**config.mk**
```make
export PLATFORM = sky130hd
export DESIGN_NAME = queen_controller
export DESIGN_NICKNAME = d
export VERILOG_FILES = /design/src/rtl/queen_pkg.sv /design/src/rtl/queen_controller.sv
export SDC_FILE = /design/constraint.sdc
export NUM_CORES = 1
export LEC_CHECK = 0
export ABC_AREA = 1
export CAP_MARGIN = 20
export CELL_PAD_IN_SITES_DETAIL_PLACEMENT = 1
export CELL_PAD_IN_SITES_GLOBAL_PLACEMENT = 1
export CORE_AREA = 5 5 63 65
export DETAILED_ROUTE_END_ITERATION = 12
export DIE_AREA = 0 0 68 70
export PLACE_DENSITY = 0.82
export SYNTH_ARGS = -nofsm -noshare
export SYNTH_HDL_FRONTEND = slang
export SYNTH_SLANG_ARGS = --single-unit
```
**constraint.sdc**
```tcl
create_clock -name clk -period 1.3 [get_ports clk]
set_input_delay 0.26 -clock clk [delete_from_list [all_inputs] [get_ports clk]]
set_output_delay 0.26 -clock clk [all_outputs]
set_load 0.01 [all_outputs]
```
**src/rtl/queen_pkg.sv**
```systemverilog
// queen_pkg: shared constants and state encoding for the 8-queens sequencer.
package queen_pkg;
   localparam int BOARD_SIZE = 8;
   localparam int DEPTH_W = 4;
   localparam logic [DEPTH_W-1:0] FULL_DEPTH = DEPTH_W'(BOARD_SIZE);
   typedef enum logic [3:0] {
      IDLE, INIT, PUSH, LOADC, CHECK, PLACE, NEWROW, NEXTCOL, BTPOP, ADV, ADVPOP, EMIT, DONE
   } state_t;
endpackage

```
**src/rtl/queen_controller.sv**
```systemverilog
// queen_controller: sequences the backtracking datapath to the first 8-queens solution and streams it out.
module queen_controller
   import queen_pkg::*;
(
   input  logic clk,
   input  logic reset,
   input  logic start,
   input  logic cout,
   input  logic down_counter_zero,
   input  logic row_zero,
   input  logic last_column,
   input  logic safe,
   input  logic stack_ready,
   input  logic underflow,
   output logic enable_output,
   output logic register_load,
   output logic count,
   output logic load_counter,
   output logic push,
   output logic pop,
   output logic increament_row,
   output logic increament_column,
   output logic load_updated_position,
   output logic reset_column,
   output logic ready,
   output logic done,
   output logic no_solution,
   output logic out_valid
);
   state_t state, state_n;
   logic [DEPTH_W-1:0] depth, depth_n;
   logic no_solution_n;

   always_ff @(posedge clk or negedge reset)
      if (!reset) begin
         state       <= IDLE;
         depth       <= '0;
         no_solution <= 1'b0;
      end else begin
         state       <= state_n;
         depth       <= depth_n;
         no_solution <= no_solution_n;
      end

   always_comb begin
      state_n       = state;
      depth_n       = depth;
      no_solution_n = no_solution;
      case (state)
         IDLE: if (start) begin
            state_n       = INIT;
            no_solution_n = 1'b0;
         end
         INIT: begin
            depth_n = '0;
            state_n = PUSH;
         end
         PUSH: if (stack_ready) begin
            depth_n = depth + 4'd1;
            state_n = LOADC;
         end
         LOADC:   state_n = row_zero ? PLACE : CHECK;
         CHECK:   state_n = !safe ? NEXTCOL : down_counter_zero ? PLACE : CHECK;
         PLACE:   state_n = (depth == FULL_DEPTH) ? EMIT : NEWROW;
         NEWROW:  state_n = PUSH;
         NEXTCOL: state_n = last_column ? BTPOP : ADV;
         // popping the last queen off row 0 means every column there is exhausted
         BTPOP: if (underflow) begin
            no_solution_n = 1'b1;
            state_n       = DONE;
         end else if (stack_ready) begin
            depth_n       = depth - 4'd1;
            no_solution_n = (depth == 4'd1) ? 1'b1 : no_solution;
            state_n       = (depth == 4'd1) ? DONE : NEXTCOL;
         end
         ADV: begin
            no_solution_n = cout ? 1'b1 : no_solution;
            state_n       = cout ? DONE : ADVPOP;
         end
         ADVPOP: if (stack_ready) begin
            depth_n = depth - 4'd1;
            state_n = PUSH;
         end
         EMIT: if (stack_ready) begin
            depth_n = depth - 4'd1;
            state_n = (depth == 4'd1) ? DONE : EMIT;
         end
         DONE:    state_n = start ? DONE : IDLE;
         default: state_n = IDLE;
      endcase
   end

   assign ready                 = state == IDLE;
   assign done                  = state == DONE;
   assign enable_output         = state == EMIT;
   assign register_load         = state == PLACE;
   assign load_counter          = state == LOADC && !row_zero;
   assign count                 = state == CHECK && safe && !down_counter_zero;
   assign push                  = state == PUSH;
   assign pop                   = state == ADVPOP || state == EMIT || (state == BTPOP && !underflow);
   assign increament_row        = state == NEWROW;
   assign increament_column     = state == ADV;
   assign load_updated_position = state == INIT || state == NEWROW || state == ADV;
   assign reset_column          = state == INIT || state == NEWROW;
   assign out_valid             = state == EMIT && stack_ready;
endmodule

```
==> reports/summary.md, run 1 <==
The share of power burned in registers is 0.125. The DRC violation count after routing is 0, and the y dimension of the die is 70 µm. The antenna cell count came out at 0. The global-route wire length before repair came out at 7969 µm. The count of placed standard cells in the final layout, fillers left out is 296.

TritonCTS built the clock tree. In the synthesized netlist the dominant register cell turns out to be sky130_fd_sc_hd__dfrtp_1. After synthesis, the cell types taking the most area are sky130_fd_sc_hd__dfrtp_1 (24%), sky130_fd_sc_hd__nand2_1 (24%), sky130_fd_sc_hd__inv_1 (9.2%). The maximum ir drop on the vdd rail was 1.044 mV; the clock slew at the register clock pins of the worst setup and hold paths was 60 ps. The logs give 0 for the remaining antenna violation count after routing and 1.048 nW for the leakage power summed over all cells. Switching portion of total power: 0.4963. The top achievable clock speed was 0.5717 GHz. The global routing usage summed across all routing layers was 0.2245. In this run, the number of DRC markers left after iteration 0 of detailed routing was 46.

Post-synthesis instance area: 933.4 µm². The final count of pins violating max slew was 0. The sequential element share of the synthesized area was 0.2413.

The net switching power of the design was 2.305 mW; the required time at the endpoint of the critical path was 1040 ps. For the fraction of power consumed by combinational cells, the log shows 0.826. Data arrives at the worst endpoint at 1490 ps. The run finished, with violations left. The checks that failed: negative setup slack. Total die area: 4760 µm². Yosys printed 0 warnings. The run gives 3 as the number of clock buffers inserted by TritonCTS.

Sorting the synthesized cells by how often they occur yields sky130_fd_sc_hd__nand2_1 (59), sky130_fd_sc_hd__inv_1 (23), sky130_fd_sc_hd__nor2_1 (23). The tools report the final hold violation count as 0. The run gives 4.645 mW as the total power consumption of the routed design.

The overall die width was 68 µm; the share of the clock period used by the worst path was 1.345. The cell that appears most often on the critical path is sky130_fd_sc_hd__buf_6. STA classifies the critical path startpoint as a flop.

The tree is rooted in a sky130_fd_sc_hd__clkbuf_4. The minimum period implied by the final worst setup slack works out to 1749 ps. Setup repair after global routing could not meet its margin everywhere. The maximum fanout along the worst path came out at 3. The number of global-route vias before repair is 1,574. Global routing finished with a remaining overflow of 0. The tools report the relative slew slack as 0.7178. The count of vias placed by the detailed router is 1,437.

24 I/O pins were placed. The number of cell instances on the worst register-to-register path is 11. Synthesis handed over a netlist of 163 instances.

The run gives 1 as the number of H-tree levels. The internal power of the cells totals 2.339 mW. Between clock sinks in the finished design, the worst skew comes to 3.719 ps. For this block, the routed nets add up to 5490 µm of wire. Using the TritonRoute via totals, the vias-per-cell ratio works out to 4.855.

Counting every net in the synthesized netlist gives 176. After synthesis the netlist holds a flip-flop and latch count of 9. CTS saw 9 sinks.

The proportion of power drawn by the clock network came out at 0.050. The maximum number of pins on one net before global-route repair was 10; the logic depth of the worst setup path including buffers was 6. The tools report the number of distinct standard cells referenced by the synthesized netlist as 22.

The number of max-cap violations was 0; the number of buffers inserted by port buffering was 23. For this design the ratio of total power to cell area is 2365 nW/µm². For the maximum buffer depth of the clock tree, the log shows 2. The logs give 283.7 ps for the worst slack on hold paths and 2890 µm for the detailed placer's ending HPWL.

The number of enable-type register cells in the synthesized netlist was 0; the share of synthesized flip-flops with an asynchronous set or reset was 1.000. A synthesized cell averages 5.726 µm². Number of search-and-repair iterations in the first detailed-routing pass: 4. For the initial antenna violation count, the log shows 0. Initial standard-cell utilization of the core: 0.2842.

sky130_fd_sc_hd__dfrtp_1 takes more of the synthesized area than any other cell. Delay of the slowest critical-path stage: 460 ps. The floorplan has 21 rows.

Most frequent cell after synthesis: sky130_fd_sc_hd__nand2_1. From synthesis to final layout, the design area changed by 110.5%. The worst hold path belongs to the class in2async.

Family with the most delay on the worst path: flip-flops. Setup violations remaining at the end of the flow were counted as 22. The critical path goes through buf_6 -> buf_6 -> nand2_4 -> o21ai_2 -> or2_4 -> buf_6. The final layout net count is 264. At the later pin of the worst-skew pair, clock insertion delay measures 280 ps.

The core footprint is 3284 µm², and the number of cells in the design after placement is 272. Dividing the detail-routed wire length by the instance count gives 18.55 µm. The kind of capture point of the worst setup path is a primary output. By startpoint and endpoint, the worst setup path is classified as reg2out.

The critical path contains buffers and inverters numbering 3 combined. Among all stages on the critical path, the largest delay is contributed by sky130_fd_sc_hd__dfrtp_2. Routability-driven placement finished with a final weighted congestion of 0.8163. The worst-case setup margin in the final layout came out at -449.1 ps. The actual transition at the worst max-transition pin is 422.0 ps. The portion of synthesized cell area occupied by the leading cell type is 0.2413, and the share of cells above drive strength 1 is 0.5760.
metal layers:
layer / vias up / wire length, µm / GRT usage
met2: 44 / 2972 / 0.4111
met4: 0 / 180 / 0.1038
li1: 674 / - / -
met5: - / 0 / 0
met3: 16 / 269 / 0.03365
met1: 703 / 2068 / 0.2415
metrics by stage:
stage | setup slack [ps] | area, µm² | util | TNS (ps)
after floorplan | 8.476 | 944.7 | - | 0
after global placement | -457.5 | 1536 | 0.4678 | -6552
after detailed placement | -525.3 | 1536 | 0.4678 | -7449
after CTS | -367.0 | 1810 | 0.5512 | -6359
after global routing | -462.1 | 1964 | 0.5981 | -8713
final | -449.1 | 1964 | 0.5981 | -7654
final timing paths:
kind                                               to  slack, ps        start
worst min register to register            no_solution        510  no_solution
worst max-delay path            load_updated_position       -450     state[2]
worst max register to register               depth[0]       -390     state[2]
worst min-delay path                      no_solution        280        reset
min in group clk                          no_solution        510  no_solution
max in group asynchronous                    state[0]        700        reset
power groups by stage:
| stage | logic (mW) | clock network [mW] | registers [mW] |
|---|---|---|---|
| 5_1_grt | 4.09 | 0.248 | 0.586 |
| 6_report | 3.84 | 0.230 | 0.579 |
| 2_1_floorplan | 1.22 | 0 | 0.532 |
| 3_3_place_gp | 2.40 | 0 | 0.538 |
| 4_1_cts | 3.16 | 0.236 | 0.540 |
| 3_5_place_dp | 2.47 | 0 | 0.548 |
placed cells by master, fill, tap and decap left out, drive strengths merged, types with 2 or more instances in the layout:
| cell type | instances |
|---|---|
| nand4 | 2 |
| o21ai | 9 |
| dfrtp | 9 |
| nand3 | 13 |
| buf | 73 |
| clkbuf | 4 |
| nand2 | 66 |
| nand3b | 3 |
| inv | 25 |
| xnor2 | 2 |
| nor2 | 26 |
| clkdlybuf4s50 | 9 |
| ha | 3 |
sequential cells by signal, indices dropped and copies added (netlist names):
register and count:
depth 4, state 4, no_solution 1
timing repair:
item | CTS | global route
pin swaps | 13 | 28
resized for setup | 103 | 42
setup endpoints to repair | 23 | 22
setup buffers | 18 | 7
hold buffers | 0 | 0
kinds of logic (layout without fill, tap and decap cells):
group	after synthesis	after routing	share of synthesized area
AND/OR/NAND/NOR	111	111	0.5214
flip-flops	9	9	0.2413
buffers and inverters	27	114	0.1099
adder cells (fa/ha/maj)	3	3	0.04022
XOR/XNOR	3	3	0.02816
AO/OA/AOI/OAI	10	10	0.05898
layout make-up:
cell class,instances,area (µm²)
Fill cell,420,1320
Multi-Input combinational cell,127,807.0
Timing Repair Buffer,84,739.5
Sequential cell,9,230.2
Inverter,26,103.9
Tap cell,46,57.56
Clock buffer,4,26.28
No activity file was read; power rests on OpenSTA's default activity.
==> run 2: changes to the inputs <==
Settings changed: CORE_AREA 5 5 63 65 to 10 10 68 70, DIE_AREA 0 0 68 70 to 0 0 78 80.
==> run 2 against run 1 <==
Against the previous run: the flow still finishes with violations (negative setup slack); critical path depth stayed put; clock power grew 11%; worst setup slack better by 86 ps; design area is 1.3% lower; non-clock buffer count grew 1; final cell count is 0.34% higher; sequential power is 7.6% lower; largest cell class unchanged.
==> reports/summary.md, run 2 (synthesis gave the netlist of run 1 again) <==
Setup repair after global routing could not meet its margin everywhere. Maximum buffer depth of the clock tree: 2 (unchanged). The master cell of the clock root buffer was sky130_fd_sc_hd__clkbuf_4 (unchanged). Most frequent standard cell in the layout excluding fill and tap cells: sky130_fd_sc_hd__buf_4 (unchanged). Actual transition at the worst max-transition pin: 471.9 ps (was 422.0 ps). Violations in the final reports: negative setup slack (unchanged).

The count of fill cells added during filler insertion came out at 427 (was 420). The share of cells above drive strength 1 is 0.5777 (was 0.5760). The startpoint type of the worst setup path was a flop (unchanged).

The number of top-level pins is 24 (unchanged). The delay of the slowest critical-path stage came out at 410 ps (was 460 ps). The count of clock tree sinks is 9 (unchanged). For the cell area after placement, the log shows 1567 µm² (was 1536 µm²). The worst min-delay path category is in2async (unchanged). The minimum period implied by the final worst setup slack was 1663 ps (was 1749 ps). The logs give 1400 ps (was 1490 ps) for the arrival time at the worst endpoint and 4.511 mW (was 4.645 mW) for the total power consumption of the routed design. Number of cell instances on the worst register-to-register path: 10 (was 11). The maximum number of pins on one net before global-route repair was 10 (unchanged). The run gives 43 (was 46) as the number of DRC markers after the initial detailed-route iteration. Routability congestion estimate: 0.9029 (was 0.8163). For the register area, the log shows 229.0 µm² (was 230.2 µm²). Routed wire length: 5023 µm (was 5490 µm). The relative slew slack came out at 0.6844 (was 0.7178). The total power density per cell area is 2328 nW/µm² (was 2365 nW/µm²).

The post-placement worst setup slack is -459.8 ps (was -525.3 ps). Top Registers: depth x4, state x4, no_solution x1 (unchanged). The number of buffers inserted by port buffering is 23 (unchanged). The tools report the number of cells in the design after placement as 276 (was 272). The run gives 0 (unchanged) as the final count of pins violating max slew. For the number of hold buffers added after cts, the log shows 0 (unchanged). The tools report the initial antenna violation count as 0 (unchanged). The detailed placer's ending HPWL came out at 3152 µm (was 2890 µm).

The tools report the worst reg2reg path endpoint as depth[1] (was depth[0]). The maximum ir drop on the vdd rail was 1.037 mV (was 1.044 mV); the clock slew at the register clock pins of the worst setup and hold paths was 80 ps (was 60 ps). The kind of capture point of the worst setup path was a primary output (unchanged). The tools report the top achievable clock speed as 0.6015 GHz (was 0.5717 GHz). The number of global-route vias before repair was 1,524 (was 1,574); the register-to-register setup slack was -280 ps (was -390 ps).

The routed length per instance was 16.91 µm (was 18.55 µm). The count of endpoints failing setup in the final report was 22 (unchanged); the share of the clock period used by the worst path was 1.279 (was 1.345). The leakage power summed over all cells is 1.040 nW (was 1.048 nW).

Count of placed standard cells in the final layout, fillers left out: 297 (was 296). Antenna cell count: 0 (unchanged). Cell with the largest stage delay on the worst path: sky130_fd_sc_hd__dfrtp_1 (was sky130_fd_sc_hd__dfrtp_2). Dominant cell type by count on the critical path: sky130_fd_sc_hd__buf_6 (unchanged). The global routing usage summed across all routing layers is 0.1474 (was 0.2245), and the final clock skew is 2.988 ps (was 3.719 ps).

Cells along the critical path: buf_6 -> nor2_4 -> nand2_2 -> o21ai_2 -> or2_4 -> buf_6 (was buf_6 -> buf_6 -> nand2_4 -> o21ai_2 -> or2_4 -> buf_6). The DRC violation count after routing came out at 0 (unchanged). The run finished, with violations left. The type of the setup path with the least slack was reg2out (unchanged). The overall die width works out to 78 µm (was 68 µm). Most frequent cells in the layout: sky130_fd_sc_hd__buf_4 (53), sky130_fd_sc_hd__nand2_1 (38), sky130_fd_sc_hd__nand2_2 (20) (was sky130_fd_sc_hd__buf_4 (47), sky130_fd_sc_hd__nand2_1 (41), sky130_fd_sc_hd__buf_6 (21)).

The synthesis-to-finish area growth is 107.6% (was 110.5%), and the total overflow reported by the global router is 0 (unchanged). Total die area: 6240 µm² (was 4760 µm²). The y dimension of the die is 80 µm (was 70 µm), and the final hold violation count is 0 (unchanged).

The final core utilization is 0.5901 (was 0.5981). The final layout net count is 265 (was 264), and the number of clock buffers inserted by TritonCTS is 3 (unchanged). The final instance area was 1938 µm² (was 1964 µm²); the worst-case setup margin in the final layout was -362.6 ps (was -449.1 ps). The run gives 812.0 µm² (was 807.0 µm²) as the area taken by multi-input logic gates. The required time at the endpoint of the critical path is 1040 ps (about the same), and the routed via count divided by cell count is 4.737 (was 4.855). The logs give 7348 µm (was 7969 µm) for the global-route wire length before repair and 1,407 (was 1,437) for the count of vias placed by the detailed router. The number of max-cap violations came out at 0 (unchanged). The number of H-tree levels came out at 1 (unchanged). TritonCTS built the clock tree.

Initial standard-cell utilization of the core: 0.2842 (unchanged). Remaining antenna violation count after routing: 0 (unchanged). Row count: 21 (unchanged). For the core footprint, the log shows 3284 µm² (unchanged). The run gives 4 (unchanged) as the number of search-and-repair iterations in the first detailed-routing pass.

The worst reg2reg path startpoint is state[2] (unchanged). The maximum fanout along the worst path is 5 (was 3). For the clock latency reported for the late side of the worst-skew pair, the log shows 290 ps (was 280 ps).
[run 2: changes by cell type in the layout (fill, tap and decap cells not counted), moves of 2 or more]
cell	before	now
sky130_fd_sc_hd__buf_4	47	53
sky130_fd_sc_hd__buf_6	21	17
sky130_fd_sc_hd__nand2_1	41	38
sky130_fd_sc_hd__nand2_2	17	20
sky130_fd_sc_hd__nor2_1	5	8
sky130_fd_sc_hd__nor2_4	11	8
sky130_fd_sc_hd__inv_2	7	9
[run 2: worst max-delay path: cells and delay by family, from the launching register on]
family / cells / cell delay (ps)
AO/OA/AOI/OAI: 1 / 70
flip-flops: 1 / 410
AND/OR/NAND/NOR: 3 / 410
buffers and inverters: 2 / 230
[run 2: timing repair]
item,CTS,global route
pin swaps,15,24
setup buffers,14,7
gates resized for setup,99,38
endpoints found under the setup margin,23,22
[run 2: report_power, final]
part | leakage, nW | switching, mW | internal (mW)
combinational | 0.910 | 1.93 | 1.79
sequential | 0.115 | 0.130 | 0.405
clock | 0.0150 | 0.136 | 0.119
[run 2: how the worst max path moves through the flow]
stage	from	cells past startpoint	slack, ps	end
finish	state[2]	6	-360	load_updated_position
global placement	state[0]	6	-440	load_updated_position
global route	state[2]	6	-420	load_updated_position
CTS	state[0]	6	-300	count
detailed placement	state[0]	6	-460	load_updated_position
floorplan	state[0]	5	8	load_updated_position
[run 2: stage by stage]
step | hold WS, ps | TNS [ps]
global placement | 465.2 | -6511
detailed placement | 471.1 | -7012
global route | 317.9 | -7432
floorplan | -35.59 | 0
finish | 292.9 | -6119
CTS | 300.9 | -5059
[run 2: metal layers]
| layer | up-vias | track usage | routed length, µm |
|---|---|---|---|
| met3 | 7 | 0.02140 | 224 |
| met2 | 30 | 0.2794 | 2807 |
| li1 | 677 | - | - |
| met1 | 693 | 0.1619 | 1918 |
| met4 | 0 | 0.05376 | 74 |
| met5 | - | 0 | 0 |
[run 2: area by class of cell]
type                            count  area share
Tap cell                           46     0.02970
Sequential cell                     9      0.1181
Multi-Input combinational cell    127      0.4190
Inverter                           26     0.05165
Timing Repair Buffer               85      0.3680
Clock buffer                        4     0.01356
